==> config.mk <==
export PLATFORM = sky130hd
export DESIGN_NAME = trap_seq
export DESIGN_NICKNAME = d
export VERILOG_FILES = /design/src/rtl/trap_seq.sv
export SDC_FILE = /design/constraint.sdc
export NUM_CORES = 1
export LEC_CHECK = 0
export ABC_AREA = 1
export BUFFER_PORTS_ARGS = -buffer_cell sky130_fd_sc_hd__buf_4
export CAP_MARGIN = 20
export CORE_UTILIZATION = 30
export CTS_BUF_LIST = sky130_fd_sc_hd__clkbuf_16
export DETAILED_ROUTE_END_ITERATION = 12
export SYNTH_ARGS = -nofsm -noshare
export SYNTH_HDL_FRONTEND = slang
export SYNTH_SLANG_ARGS = --single-unit
==> constraint.sdc <==
create_clock -name clk -period 1.3 [get_ports clk]
set_input_delay 0.065 -clock clk [delete_from_list [all_inputs] [get_ports clk]]
set_output_delay 0.065 -clock clk [all_outputs]
set_load 0.005 [all_outputs]
==> src/rtl/trap_seq.sv <==
// Trap sequencer: turns ecall/illegal/mret/timer-interrupt retirements into a fixed
// mepc/mcause/mstatus CSR write sequence followed by a handshaked fetch redirect.
module trap_seq #(
   parameter int DATA_WIDTH = 32,
   parameter int ADDR_WIDTH = 12
) (
   input  logic                  clk,
   input  logic                  rst,
   input  logic                  wb_valid,
   output logic                  wb_ready,
   input  logic [DATA_WIDTH-1:0] wb_pc,
   input  logic                  wb_is_ecall,
   input  logic                  wb_is_illegal,
   input  logic                  wb_is_mret,
   input  logic                  irq_timer,
   output logic [ADDR_WIDTH-1:0] csr_raddr,
   input  logic [DATA_WIDTH-1:0] csr_rdata,
   output logic                  csr_wen,
   output logic [ADDR_WIDTH-1:0] csr_waddr,
   output logic [DATA_WIDTH-1:0] csr_wdata,
   output logic                  flush,
   output logic                  redirect_valid,
   output logic [DATA_WIDTH-1:0] redirect_pc,
   input  logic                  redirect_ready,
   output logic                  busy
);

   localparam logic [ADDR_WIDTH-1:0] ADDR_MSTATUS = ADDR_WIDTH'(12'h300);
   localparam logic [ADDR_WIDTH-1:0] ADDR_MTVEC   = ADDR_WIDTH'(12'h305);
   localparam logic [ADDR_WIDTH-1:0] ADDR_MEPC    = ADDR_WIDTH'(12'h341);
   localparam logic [ADDR_WIDTH-1:0] ADDR_MCAUSE  = ADDR_WIDTH'(12'h342);

   localparam logic [DATA_WIDTH-1:0] CAUSE_TIMER   = {1'b1, (DATA_WIDTH-1)'(7)};
   localparam logic [DATA_WIDTH-1:0] CAUSE_ECALL   = DATA_WIDTH'(11);
   localparam logic [DATA_WIDTH-1:0] CAUSE_ILLEGAL = DATA_WIDTH'(2);

   typedef enum logic [2:0] {
      IDLE,
      SAVE_EPC,
      SAVE_CAUSE,
      UPD_STATUS,
      RESTORE_STATUS,
      REDIRECT
   } state_t;

   state_t                  state_q, state_d;
   logic [DATA_WIDTH-1:0]   epc_q, epc_d;
   logic [DATA_WIDTH-1:0]   cause_q, cause_d;
   logic                    mret_q, mret_d;
   logic                    flush_q, flush_d;
   logic                    irq_take;

   // mstatus is on the read port in IDLE, so MIE gates the interrupt directly.
   assign irq_take = irq_timer & csr_rdata[3];

   always_ff @(posedge clk) begin
      if (!rst) begin
         state_q <= IDLE;
         epc_q   <= '0;
         cause_q <= '0;
         mret_q  <= 1'b0;
         flush_q <= 1'b0;
      end else begin
         state_q <= state_d;
         epc_q   <= epc_d;
         cause_q <= cause_d;
         mret_q  <= mret_d;
         flush_q <= flush_d;
      end
   end

   always_comb begin
      state_d        = state_q;
      epc_d          = epc_q;
      cause_d        = cause_q;
      mret_d         = mret_q;
      flush_d        = 1'b0;
      wb_ready       = 1'b0;
      csr_raddr      = ADDR_MSTATUS;
      csr_wen        = 1'b0;
      csr_waddr      = '0;
      csr_wdata      = '0;
      redirect_valid = 1'b0;
      redirect_pc    = '0;

      case (state_q)
         IDLE: begin
            wb_ready = 1'b1;
            if (wb_valid) begin
               if (irq_take || wb_is_ecall || wb_is_illegal) begin
                  epc_d   = wb_pc;
                  mret_d  = 1'b0;
                  flush_d = 1'b1;
                  state_d = SAVE_EPC;
                  if (irq_take)         cause_d = CAUSE_TIMER;
                  else if (wb_is_ecall) cause_d = CAUSE_ECALL;
                  else                  cause_d = CAUSE_ILLEGAL;
               end else if (wb_is_mret) begin
                  mret_d  = 1'b1;
                  flush_d = 1'b1;
                  state_d = RESTORE_STATUS;
               end
            end
         end
         SAVE_EPC: begin
            csr_wen   = 1'b1;
            csr_waddr = ADDR_MEPC;
            csr_wdata = epc_q;
            state_d   = SAVE_CAUSE;
         end
         SAVE_CAUSE: begin
            csr_wen   = 1'b1;
            csr_waddr = ADDR_MCAUSE;
            csr_wdata = cause_q;
            state_d   = UPD_STATUS;
         end
         UPD_STATUS: begin
            csr_wen          = 1'b1;
            csr_waddr        = ADDR_MSTATUS;
            csr_wdata        = csr_rdata;
            csr_wdata[7]     = csr_rdata[3];
            csr_wdata[3]     = 1'b0;
            csr_wdata[12:11] = 2'b11;
            state_d          = REDIRECT;
         end
         RESTORE_STATUS: begin
            csr_wen          = 1'b1;
            csr_waddr        = ADDR_MSTATUS;
            csr_wdata        = csr_rdata;
            csr_wdata[3]     = csr_rdata[7];
            csr_wdata[7]     = 1'b1;
            csr_wdata[12:11] = 2'b11;
            state_d          = REDIRECT;
         end
         REDIRECT: begin
            // No CSR writes here, so the target read stays stable while stalled.
            csr_raddr      = mret_q ? ADDR_MEPC : ADDR_MTVEC;
            redirect_valid = 1'b1;
            redirect_pc    = {csr_rdata[DATA_WIDTH-1:2], 2'b00};
            if (redirect_ready) state_d = IDLE;
         end
         default: state_d = IDLE;
      endcase
   end

   assign flush = flush_q;
   assign busy  = (state_q != IDLE);

endmodule

Yosys cells after proc, flatten, opt, wreduce, memory -nomap -nowiden
Cells that the tools add are included.
{ "classes": {"n_addsub": 0, "multipliers": 0, "div_mod_pow": 0, "order_cmp": 0, "n_eq_ne": 8, "shifts": 0, "n_mux": 19, "n_bitwise": 1, "n_reduce_logical": 11} }
{ "ops": {"columns": ["op", "n"], "rows": [
  ["32-bit case mux with 4 select lines", 1],
  ["32-bit two-way mux", 2],
  ["10-bit case mux with 3 select lines", 1],
  ["3-bit case mux with 5 select lines", 1],
  ["7-bit two-way mux", 2],
  ["3-bit two-way mux", 4],
  ["3-bit AND reduction", 4],
  ["1-bit two-way mux", 7],
  ["3-bit by 2-bit equality test with 1-bit output (second input constant)", 2],
  ["3-bit equality test (second input constant)", 2],
  ["4-bit two-way mux", 1],
  ["2-bit inequality test (second input constant)", 2],
  ["4-bit OR reduction", 1],
  ["3-bit by 1-bit equality test with 1-bit output (second input constant)", 1],
  ["3-bit zero test", 1],
  ["3-bit inequality test (second input constant)", 1],
  ["3-bit nonzero test", 1],
  ["1-bit logical OR", 2],
  ["2-bit nonzero test", 1],
  ["2-bit OR reduction", 1],
  ["1-bit AND", 1]
]} }
{ "word_totals": {"reg_bits": 69, "latch_bits": 0, "mem_bits_rw": 0, "romBits": 0, "inputBits": 72, "out_inout_bits": 93, "word_cells": 44, "mem_count": 0} }

Longest topological paths before layout
Gate-level depths: netlist (run 1).
{ "depth": {"word_depth": 6, "ltp_mapped": 8, "mapped_depth_nobuf": 8} }

Least setup slack after synthesis (run 1)
No wires, ideal clock.
{ "synth_timing": {"path_kind": "flip-flop to flip-flop", "start": "register state_q[1]", "end": "register epc_q[10]", "t_arrival_ns": 1.123, "setup_slack_ns": 0.064, "stages_incl_launch_ff": 9, "path_cell_list": "dfxtp_1 -> nor2_4 -> nand2_2 -> inv_2 -> nand3_2 -> buf_6 -> buf_6 -> o21ai_1 -> nor2_1"} }
{ "synth_between": {"elab_chain_len": 2} }
{ "synth_lines": {"columns": ["item", "line_no", "source"], "rows": [
  ["from (decl)", "46", "state_t state_q, state_d;"],
  ["from (signal assigned)", "64", "state_q <= state_d;"],
  ["3-bit zero test", "86", "case (state_q)"],
  ["3-bit AND reduction (no source line)", null, null],
  ["to (signal assigned)", "65", "epc_q <= epc_d;"],
  ["to (decl)", "47", "logic [DATA_WIDTH-1:0] epc_q, epc_d;"]
]} }
No other way between the ends.
A chain may end at the register's enable or synchronous reset.

Worst setup path after layout (run 1)
{ "layout_timing": {"start": "register state_q[1]", "end": "output csr_wdata[31]"} }
{ "layout_between": {"elab_chain_len": 2, "word_cells_on_any_way": 5, "cone_classes": "eq/ne: 4; mux: 1"} }
{ "layout_lines": {"columns": ["item", "line_no", "source"], "rows": [
  ["3-bit equality test, or another cell as far along", "86", null],
  ["32-bit case mux with 4 select lines *", "86", null],
  ["to (decl)", "20", "output logic [DATA_WIDTH-1:0] csr_wdata,"]
]} }
Mark *: on every way between the ends. The rest lies on a longest branch, timed or not.

==> flow_metrics.py, run 1 <==
metrics = {
    "clocking": {
        "cts_root_buffer": "clkbuf_16",
        "cts_sinks": 41,
        "clock_path_buffers": 2,
        "clock_latency_ns": 0.28,
        "ctsHoldBuffers": 0,
        "cts_tree": "done",
        "cts_htree_levels": 2,
        "cts_buffers": 5,
        "cts.clk_slew.worst_paths_ns": 0.06,
    },
    "critical_path": {
        "critPathMaxFanout": 4,
        "cp_num_buf_inv": 3,
        "critPathTopFamily": "buffers and inverters",
        "cpMaxStageDelayCell": "dfxtp_4",
        "r2r-end": "epc_q[20]$_SDFFE_PN0P_",
        "crit_path_max_incr_delay_ns": 0.37,
        "r2r_cells": 9,
        "cp.arrival_ns": 1.50,
        "cp_cell_sequence": "buf_6 -> nand3_1 -> inv_2 -> nand2_1 -> o211ai_1 -> buf_4",
        "cp-start-kind": "flop",
        "crit_cells": 6,
        "reg2reg_slack_ns": -0.10,
        "r2r_start": "state_q[0]$_SDFFE_PN0P_",
        "cp-startpoint": "state_q[1]$_SDFFE_PN0P_",
        "critPathCapture": "csr_wdata[31]",
        "path_class": "reg -> out",
        "critPathRequiredTime_ns": 1.24,
        "critPathCaptureType": "output port",
    },
    "finish": {
        "final.fill_count": 636,
        "fin_cells": 651,
        "layout.nets": 624,
        "syn_to_final_growth_pct": 105,
        "antenna_cells": 0,
        "drive_gt1_share_pct": 56.2,
    },
    "grt": {
        "grt-ovfl-total": 0,
        "grt_use_total_pct": 20.1,
        "antenna_found_initial": 0,
        "grt_pass1_vias": 2764,
        "grt_max_degree": 38,
        "grt_pass1_wl_mm": 13.2,
    },
    "die": {
        "die-area_um2": 8120,
        "die_h_um": 90.1,
        "start_util_pct": 31.6,
        "fp-row-count": 31,
        "io_pins": 165,
        "die_w_um": 90.1,
        "coreArea_um2": 7370,
    },
    "place": {
        "place_hpwl_mm": 5.35,
        "place.gp.congestion": 0.834,
        "numPortBuffers": 146,
        "place_inst": 615,
    },
    "synth": {
        "synthCells": 375,
        "synth_top_area_share_pct": 35.2,
        "synth_top_area_cell": "dfxtp_1",
        "ys_warn_count": 0,
        "syn_avg_cell_area_um2": 6.21,
        "netlist_area_um2": 2330,
        "ys_types": 20,
        "synth-seq-area-share_pct": 35.2,
        "ys_ff_latch": 41,
        "ys_top_cells_by_area": "dfxtp_1 35%, nor2_1 17%, o21ai_1 12%, nand2_1 9.7%, buf_4 7.4%",
    },
    "timing": {
        "min_period_over_period_pct": 120,
        "maxSlewViolCount": 0,
        "max_freq_mhz": 639,
        "finClkSkew_ns": 0.00330,
        "fin_crit_ns": 1.56,
        "setup_slack_ns": -0.264,
        "worstMarginPinSlew_ns": 0.619,
        "slew_headroom_pct": 58.7,
        "rsz0062_at_grt": "yes",
        "finalSetupViolCount": 109,
        "hold_viol_final": 0,
    },
    "worst_hold_path": {
        "hold_class": "in -> reg",
    },
    "power": {
        "power_mw": 6.66,
        "p_leak_nw": 2.37,
        "powerDensity_nw_per_um2": 1400,
        "ir_drop_mv": 0.855,
    },
    "flow_run": {
        "max-cap-violations": 0,
    },
    "status": {
        "violations": "negative setup slack",
        "status": "finished, violations left",
    },
    "route": {
        "drt_wl_total_mm": 9.07,
        "num_vias": 2993,
        "drtIter0Drc": 47,
        "routed_via_density": 4.60,
        "drt_first_pass_iters": 4,
        "drc": 0,
        "antenna_left": 0,
        "wl_per_cell_um": 13.9,
    },
}
## how the worst min path moves through the flow
| stage | startpoint | to | slack, ns | cells after the start |
|---|---|---|---|---|
| after floorplan | csr_rdata[11] | redirect_pc[11] | 0.20 | 2 |
| after global placement | wb_pc[14] | epc_q[14]$_SDFFE_PN0P_ | 0.30 | 3 |
| after detailed placement | wb_pc[14] | epc_q[14]$_SDFFE_PN0P_ | 0.31 | 3 |
| after CTS | wb_pc[10] | epc_q[10]$_SDFFE_PN0P_ | 0.01 | 3 |
| after global routing | wb_pc[27] | epc_q[27]$_SDFFE_PN0P_ | 0.02 | 3 |
| final | wb_pc[30] | epc_q[30]$_SDFFE_PN0P_ | 0.01 | 3 |
## cell type report
| class | instances | area, µm² | share of cell area [%] |
|---|---|---|---|
| Timing Repair Buffer | 194 | 1900 | 39.9 |
| Multi-Input combinational cell | 261 | 1570 | 32.9 |
| Sequential cell | 41 | 832 | 17.4 |
| Inverter | 49 | 211 | 4.43 |
| Clock buffer | 5 | 125 | 2.62 |
| Tap cell | 99 | 124 | 2.60 |
| Clock inverter | 2 | 7.51 | 0.157 |
## through the flow
step | TNS, ns | setup slack, ns | area (µm²) | hold WS, ns | utilization (%)
after floorplan | 0 | 0.0642 | 2390 | 0.201 | -
after global placement | -0.662 | -0.0743 | 3550 | 0.298 | 48.2
after detailed placement | -0.777 | -0.0724 | 3550 | 0.306 | 48.2
after CTS | -15.27 | -0.245 | 4300 | 0.0138 | 58.3
after global routing | -24.00 | -0.322 | 4770 | 0.0159 | 64.8
final | -16.86 | -0.264 | 4770 | 0.0140 | 64.8
## routing by layer
layer | vias to the layer above | track usage [%] | part of all wire (%)
li1 | 1474 | - | -
met1 | 1377 | 23.2 | 41
met2 | 128 | 37.4 | 51
met3 | 14 | 3.38 | 5.4
met4 | 0 | 5.91 | 2.0
met5 | - | 0 | 0
## worst register-to-register path: stages (launching register included)
cell	delay, ns
dfxtp_4	0.36
nor2_4	0.12
buf_6	0.11
nand2_4	0.05
inv_4	0.06
nand3_4	0.10
buf_8	0.17
clkbuf_16	0.16
o21ai_2	0.11
nor2_1	0.05
## cell usage in the layout (no fill, tap or decap), types with 6 or more instances in the layout
cell type,synthesis,routed
buf_4,23,142
nor2_1,103,74
nand2_1,60,41
inv_1,44,40
o21ai_2,0,40
dfxtp_1,41,38
buf_6,4,29
nor2_4,1,20
o21ai_1,58,18
conb_1,2,18
nand2_2,1,14
buf_12,0,12
nor2_2,0,10
clkbuf_16,0,10
nand2_4,0,6
## power breakdown
part | total [mW] | leakage [nW] | switching (mW) | internal [mW]
registers | 1.70 | 0.340 | 0.173 | 1.53
logic | 3.79 | 1.96 | 1.72 | 2.07
clock network | 1.16 | 0.0685 | 0.477 | 0.687
## state kept, by name, summed over array words and instances, names as in the netlist
name and count:
mret_q 1, flush 1, epc_q 32, state_q 3, cause_q 4
## cells by family (layout without fill, tap and decap cells)
| logic type | count (synthesis) | count (layout) | share of synthesized area, % |
|---|---|---|---|
| compound gates | 68 | 68 | 15.2 |
| buf+inv | 89 | 250 | 19.6 |
| flops | 41 | 41 | 35.2 |
| other cells | 2 | 18 | 0.323 |
| simple gates | 175 | 175 | 29.7 |
## synth_stat cells, drive strengths merged
library cell,n
a21oi,5
buf,33
nand3,8
dfxtp,41
nand4,1
nand2,61
o211ai,5
clkbuf,7
o21ai,58
nor3,1
inv,49
nor2,104
conb,2
## timing repair
item	in CTS	in global routing
pin swaps	5	6
endpoints found under the hold margin	0	0
gates resized for setup	99	96
buffers inserted	14	8
endpoints found under the setup margin	76	113
cloned	6	6
Power figures use the tool's default switching activity.
==> inputs of run 2 (changes only) <==
--- a/config.mk
+++ b/config.mk
@@ -8,6 +8,7 @@
 export ABC_AREA = 1
 export BUFFER_PORTS_ARGS = -buffer_cell sky130_fd_sc_hd__buf_4
 export CAP_MARGIN = 20
+export CORE_ASPECT_RATIO = 0.8
 export CORE_UTILIZATION = 30
 export CTS_BUF_LIST = sky130_fd_sc_hd__clkbuf_16
 export DETAILED_ROUTE_END_ITERATION = 12
==> flow_metrics.py, run 2 (same netlist as run 1, synthesis figures left out) <==
metrics = {
    "timing": {
        "finalSetupViolCount": 110,
        "rsz0062_at_grt": "yes",
        "hold_viol_final": 0,
        "maxSlewViolCount": 0,
        "min_period_over_period_pct": 115,
        "fin_crit_ns": 1.49,
        "setup_slack_ns": -0.193,
        "max_freq_mhz": 670,
        "finClkSkew_ns": 0.00471,
    },
    "clocking": {
        "ctsHoldBuffers": 0,
        "cts_htree_levels": 2,
        "cts.clk_slew.worst_paths_ns": 0.06,
        "clock_path_buffers": 2,
        "cts_tree": "done",
        "cts_sinks": 41,
        "clock_latency_ns": 0.28,
        "cts_buffers": 5,
        "cts_root_buffer": "clkbuf_16",
    },
    "route": {
        "routed_via_density": 4.29,
        "drtIter0Drc": 67,
        "num_vias": 2761,
        "wl_per_cell_um": 12.0,
        "drc": 0,
        "drt_wl_total_mm": 7.73,
        "antenna_left": 0,
        "drt_first_pass_iters": 4,
    },
    "die": {
        "die_w_um": 101,
        "die-area_um2": 8120,
        "start_util_pct": 31.2,
        "fp-row-count": 28,
        "coreArea_um2": 7460,
        "io_pins": 165,
        "die_h_um": 80.8,
    },
    "critical_path": {
        "path_class": "reg -> out",
        "r2r_start": "state_q[1]$_SDFFE_PN0P_",
        "critPathCaptureType": "output port",
        "cp-startpoint": "state_q[1]$_SDFFE_PN0P_",
        "cp.arrival_ns": 1.43,
        "critPathRequiredTime_ns": 1.24,
        "critPathMaxFanout": 13,
        "cp-start-kind": "flop",
    },
    "finish": {
        "antenna_cells": 0,
        "layout.nets": 609,
        "drive_gt1_share_pct": 45.7,
        "final_common_cell": "buf_4",
        "reg_top3": "epc_q (32), cause_q (4), state_q (3)",
        "syn_to_final_growth_pct": 78.3,
        "largest_register_ffs": 32,
        "layout_common_cells": "153 x buf_4, 88 x nor2_1, 58 x nand2_1",
        "fin_cells": 643,
        "largest_register": "epc_q",
    },
    "power": {
        "sw_frac_of_total_pct": 35.1,
        "power.net_switching_mw": 2.06,
        "p_int_mw": 3.82,
        "p_seq_share_pct": 28.7,
        "p_leak_nw": 2.16,
        "ir_drop_mv": 0.664,
        "powerDensity_nw_per_um2": 1420,
        "power_mw": 5.88,
        "clock_power_share_pct": 20.2,
        "combPwrFrac_pct": 51.1,
    },
    "place": {
        "place_hpwl_mm": 5.47,
        "numPortBuffers": 146,
        "place.gp.congestion": 0.788,
        "place_inst": 619,
    },
    "status": {
        "status": "finished, violations left",
        "violations": "negative setup slack",
    },
    "worst_hold_path": {
        "hold_class": "in -> reg",
        "worstHoldStart": "wb_pc[9]",
    },
    "grt": {
        "antenna_found_initial": 0,
        "grt_pass1_wl_mm": 11.8,
        "grt-ovfl-total": 0,
        "grt_use_total_pct": 18.4,
        "grt_max_degree": 38,
        "grt_pass1_vias": 2526,
    },
    "flow_run": {
        "max-cap-violations": 0,
    },
}
## run 2: cell count changes in the layout (fill, tap and decap cells not counted), moves of 11 or more
cell | previous run | this run
nor2_4 | 20 | 2
nand2_1 | 41 | 58
nor2_1 | 74 | 88
buf_6 | 29 | 16
nand2_2 | 14 | 1
o21ai_1 | 18 | 30
o21ai_2 | 40 | 28
buf_4 | 142 | 153
## run 2: final cells by class
class                   instances  area (µm²)
clock buffers                   5         125
clock inverters                 3        17.5
well taps                     105         131
flip-flops and latches         41         827
repair buffers                179        1550
inverters                      49         204
multi-input cells             261        1290
fillers                       716        3310
## run 2: final timing paths
kind	endpoint	slack [ns]	cells after the start
hold reg to reg	epc_q[16]$_SDFFE_PN0P_	0.47	2
hold / removal	epc_q[9]$_SDFFE_PN0P_	0.01	3
setup / recovery	redirect_pc[17]	-0.19	6
setup reg to reg	cause_q[3]$_SDFFE_PN0P_	-0.15	10
## run 2: critical path, stage by stage, from the launching register on
cell and delay, ns:
dfxtp_4 0.37, buf_6 0.12, nor3_4 0.20, inv_2 0.09, buf_6 0.15, nor2_1 0.10
buf_4 0.12
## run 2: what timing repair did
item | 4_1_cts | 5_1_grt
pin swaps | 3 | 9
setup buffers | 5 | 6
resized for setup | 42 | 46
cloned | 2 | 3
endpoints found under the setup margin | 73 | 108
## run 2: power by group through the flow
stage	logic [mW]	registers [mW]	clock network [mW]
3_5_place_dp	2.29	1.70	0
3_3_place_gp	2.27	1.68	0
6_report	3.01	1.69	1.19
5_1_grt	3.27	1.72	1.27
2_1_floorplan	1.24	1.66	0
4_1_cts	2.65	1.68	1.22
## run 2: through the flow
stage | area, µm² | TNS (ns) | utilization, % | setup slack [ns] | hold WS (ns)
floorplan | 2390 | 0 | - | 0.0642 | 0.201
global placement | 3520 | 0 | 47.2 | 0.0310 | 0.298
global route | 4150 | -22.78 | 55.6 | -0.270 | 0.0232
detailed placement | 3520 | 0 | 47.2 | 0.0161 | 0.307
finish | 4150 | -15.83 | 55.6 | -0.193 | 0.0125
CTS | 3890 | -10.57 | 52.1 | -0.187 | 0.0151
## run 2: layer usage
layer  wire length, µm  GRT usage, %  vias to the layer above
met4                54          4.35                        0
met2              3580          31.8                       99
met5                 0             0                        -
li1                  -             -                     1442
met1              3570          22.9                     1214
met3               527          5.08                        6
==> inputs of run 3 (changes only) <==
--- a/config.mk
+++ b/config.mk
@@ -8,7 +8,7 @@
 export ABC_AREA = 1
 export BUFFER_PORTS_ARGS = -buffer_cell sky130_fd_sc_hd__buf_4
 export CAP_MARGIN = 20
-export CORE_ASPECT_RATIO = 0.8
+export CORE_ASPECT_RATIO = 1.5
 export CORE_UTILIZATION = 30
 export CTS_BUF_LIST = sky130_fd_sc_hd__clkbuf_16
 export DETAILED_ROUTE_END_ITERATION = 12
==> flow_metrics.py, run 3 (same netlist as run 1, synthesis figures left out) <==
metrics = {
    "critical_path": {
        "reg2reg_slack_ns": -0.13,
        "critPathCaptureType": "output port",
        "critPathCapture": "redirect_pc[2]",
        "cp.arrival_ns": 1.47,
        "critPathMaxFanout": 8,
        "r2r_cells": 8,
        "cp-startpoint": "state_q[1]$_SDFFE_PN0P_",
        "r2r-end": "epc_q[6]$_SDFFE_PN0P_",
        "cp-start-kind": "flop",
        "r2r_start": "state_q[1]$_SDFFE_PN0P_",
        "path_class": "reg -> out",
        "critPathRequiredTime_ns": 1.24,
    },
    "die": {
        "coreArea_um2": 7560,
        "die-area_um2": 8130,
        "die_w_um": 73.9,
        "fp-row-count": 39,
        "start_util_pct": 30.8,
        "die_h_um": 110,
        "io_pins": 165,
    },
    "grt": {
        "grt_pass1_wl_mm": 12.2,
        "antenna_found_initial": 0,
        "grt_use_total_pct": 19.7,
        "grt_pass1_vias": 2610,
        "grt_max_degree": 38,
        "grt-ovfl-total": 0,
    },
    "route": {
        "routed_via_density": 4.52,
        "drt_wl_total_mm": 8.78,
        "wl_per_cell_um": 13.5,
        "num_vias": 2936,
        "antenna_left": 0,
        "drt_first_pass_iters": 4,
        "drtIter0Drc": 78,
        "drc": 0,
    },
    "power": {
        "ir_drop_mv": 0.845,
        "powerDensity_nw_per_um2": 1420,
        "p_leak_nw": 2.42,
    },
    "finish": {
        "syn_to_final_growth_pct": 106,
        "layout.nets": 618,
        "final_common_cell": "buf_4",
        "drive_gt1_share_pct": 59.2,
        "largest_register": "epc_q",
        "layout_common_cells": "139 x buf_4, 50 x nor2_1, 43 x inv_1",
        "antenna_cells": 0,
        "final.fill_count": 677,
        "largest_register_ffs": 32,
        "reg_top3": "epc_q (32), cause_q (4), state_q (3)",
        "stdcell_area_um2": 4810,
        "fin_cells": 649,
    },
    "clocking": {
        "cts_tree": "done",
        "cts_htree_levels": 2,
        "cts_buffers": 5,
        "cts_root_buffer": "clkbuf_16",
        "cts.clk_slew.worst_paths_ns": 0.06,
        "clock_latency_ns": 0.28,
        "clock_path_buffers": 2,
        "cts_sinks": 41,
    },
    "timing": {
        "hold_viol_final": 0,
        "finClkSkew_ns": 0.00428,
        "min_period_over_period_pct": 118,
        "fin_crit_ns": 1.54,
        "finalSetupViolCount": 108,
        "setup_slack_ns": -0.240,
        "max_freq_mhz": 649,
        "rsz0062_at_grt": "yes",
        "maxSlewViolCount": 0,
    },
    "status": {
        "violations": "negative setup slack",
        "status": "finished, violations left",
    },
    "place": {
        "placed_cell_area_um2": 3570,
        "numPortBuffers": 146,
        "place.gp.congestion": 0.759,
        "place_inst": 617,
        "place_hpwl_mm": 5.45,
    },
    "flow_run": {
        "max-cap-violations": 0,
    },
    "worst_hold_path": {
        "hold_class": "in -> reg",
    },
}
run 3: worst min path at each step:
stage,startpoint,end,slack (ns),depth (start not counted)
finish,wb_pc[21],epc_q[21]$_SDFFE_PN0P_,0.02,3
global route,wb_pc[1],epc_q[1]$_SDFFE_PN0P_,0.02,3
CTS,wb_pc[2],epc_q[2]$_SDFFE_PN0P_,0.02,3
detailed placement,wb_pc[31],epc_q[31]$_SDFFE_PN0P_,0.30,3
global placement,wb_pc[18],epc_q[18]$_SDFFE_PN0P_,0.30,3
floorplan,csr_rdata[11],redirect_pc[11],0.20,2
run 3: area by class of cell:
cell class	instances	area [µm²]	share of cell area, %
timing repair buffer	188	1860	38.6
multi-input combinational	261	1640	34.1
sequential	41	832	17.3
inverter	49	216	4.50
tap	102	128	2.66
clock buffer	5	125	2.60
clock inverter	3	11.3	0.234
run 3: through the flow:
step | setup WS, ns | setup TNS, ns | util [%] | hold WS [ns] | total power [mW]
after detailed placement | -0.0269 | -0.0992 | 47.3 | 0.304 | 4.05
final | -0.240 | -16.48 | 63.5 | 0.0176 | 6.83
after floorplan | 0.0642 | 0 | - | 0.201 | 2.91
after global placement | -0.000768 | -0.000768 | 47.3 | 0.299 | 4.02
after CTS | -0.211 | -12.88 | 57.4 | 0.0177 | 6.26
after global routing | -0.287 | -22.36 | 63.5 | 0.0210 | 7.24
run 3: layer usage:
layer | GRT usage, % | wire length (µm) | share of wire, % | up-vias
met3 | 2.11 | 395 | 4.5 | 19
li1 | - | - | - | 1459
met1 | 19.0 | 3100 | 35 | 1336
met5 | 0 | 0 | 0 | -
met4 | 8.93 | 293 | 3.3 | 0
met2 | 40.0 | 4990 | 57 | 122
run 3: critical path, stage by stage, from the launching register on:
cell,delay (ns)
dfxtp_4,0.38
buf_6,0.12
nor3_4,0.19
inv_2,0.11
clkbuf_16,0.20
nor2_2,0.08
buf_4,0.11
run 3: where the power goes:
group	total, mW	switching, mW	internal (mW)	leakage [nW]
combinational	3.92	1.77	2.14	2.00
clock	1.14	0.452	0.690	0.0776
sequential	1.77	0.240	1.53	0.340
total	6.83	2.47	4.37	2.42
run 3: timing repair:
item,CTS,global route
endpoints found under the setup margin,78,112
resized for setup,119,93
gates cloned,7,4
pin swaps,8,11
setup buffers,10,7
hold buffers,0,0
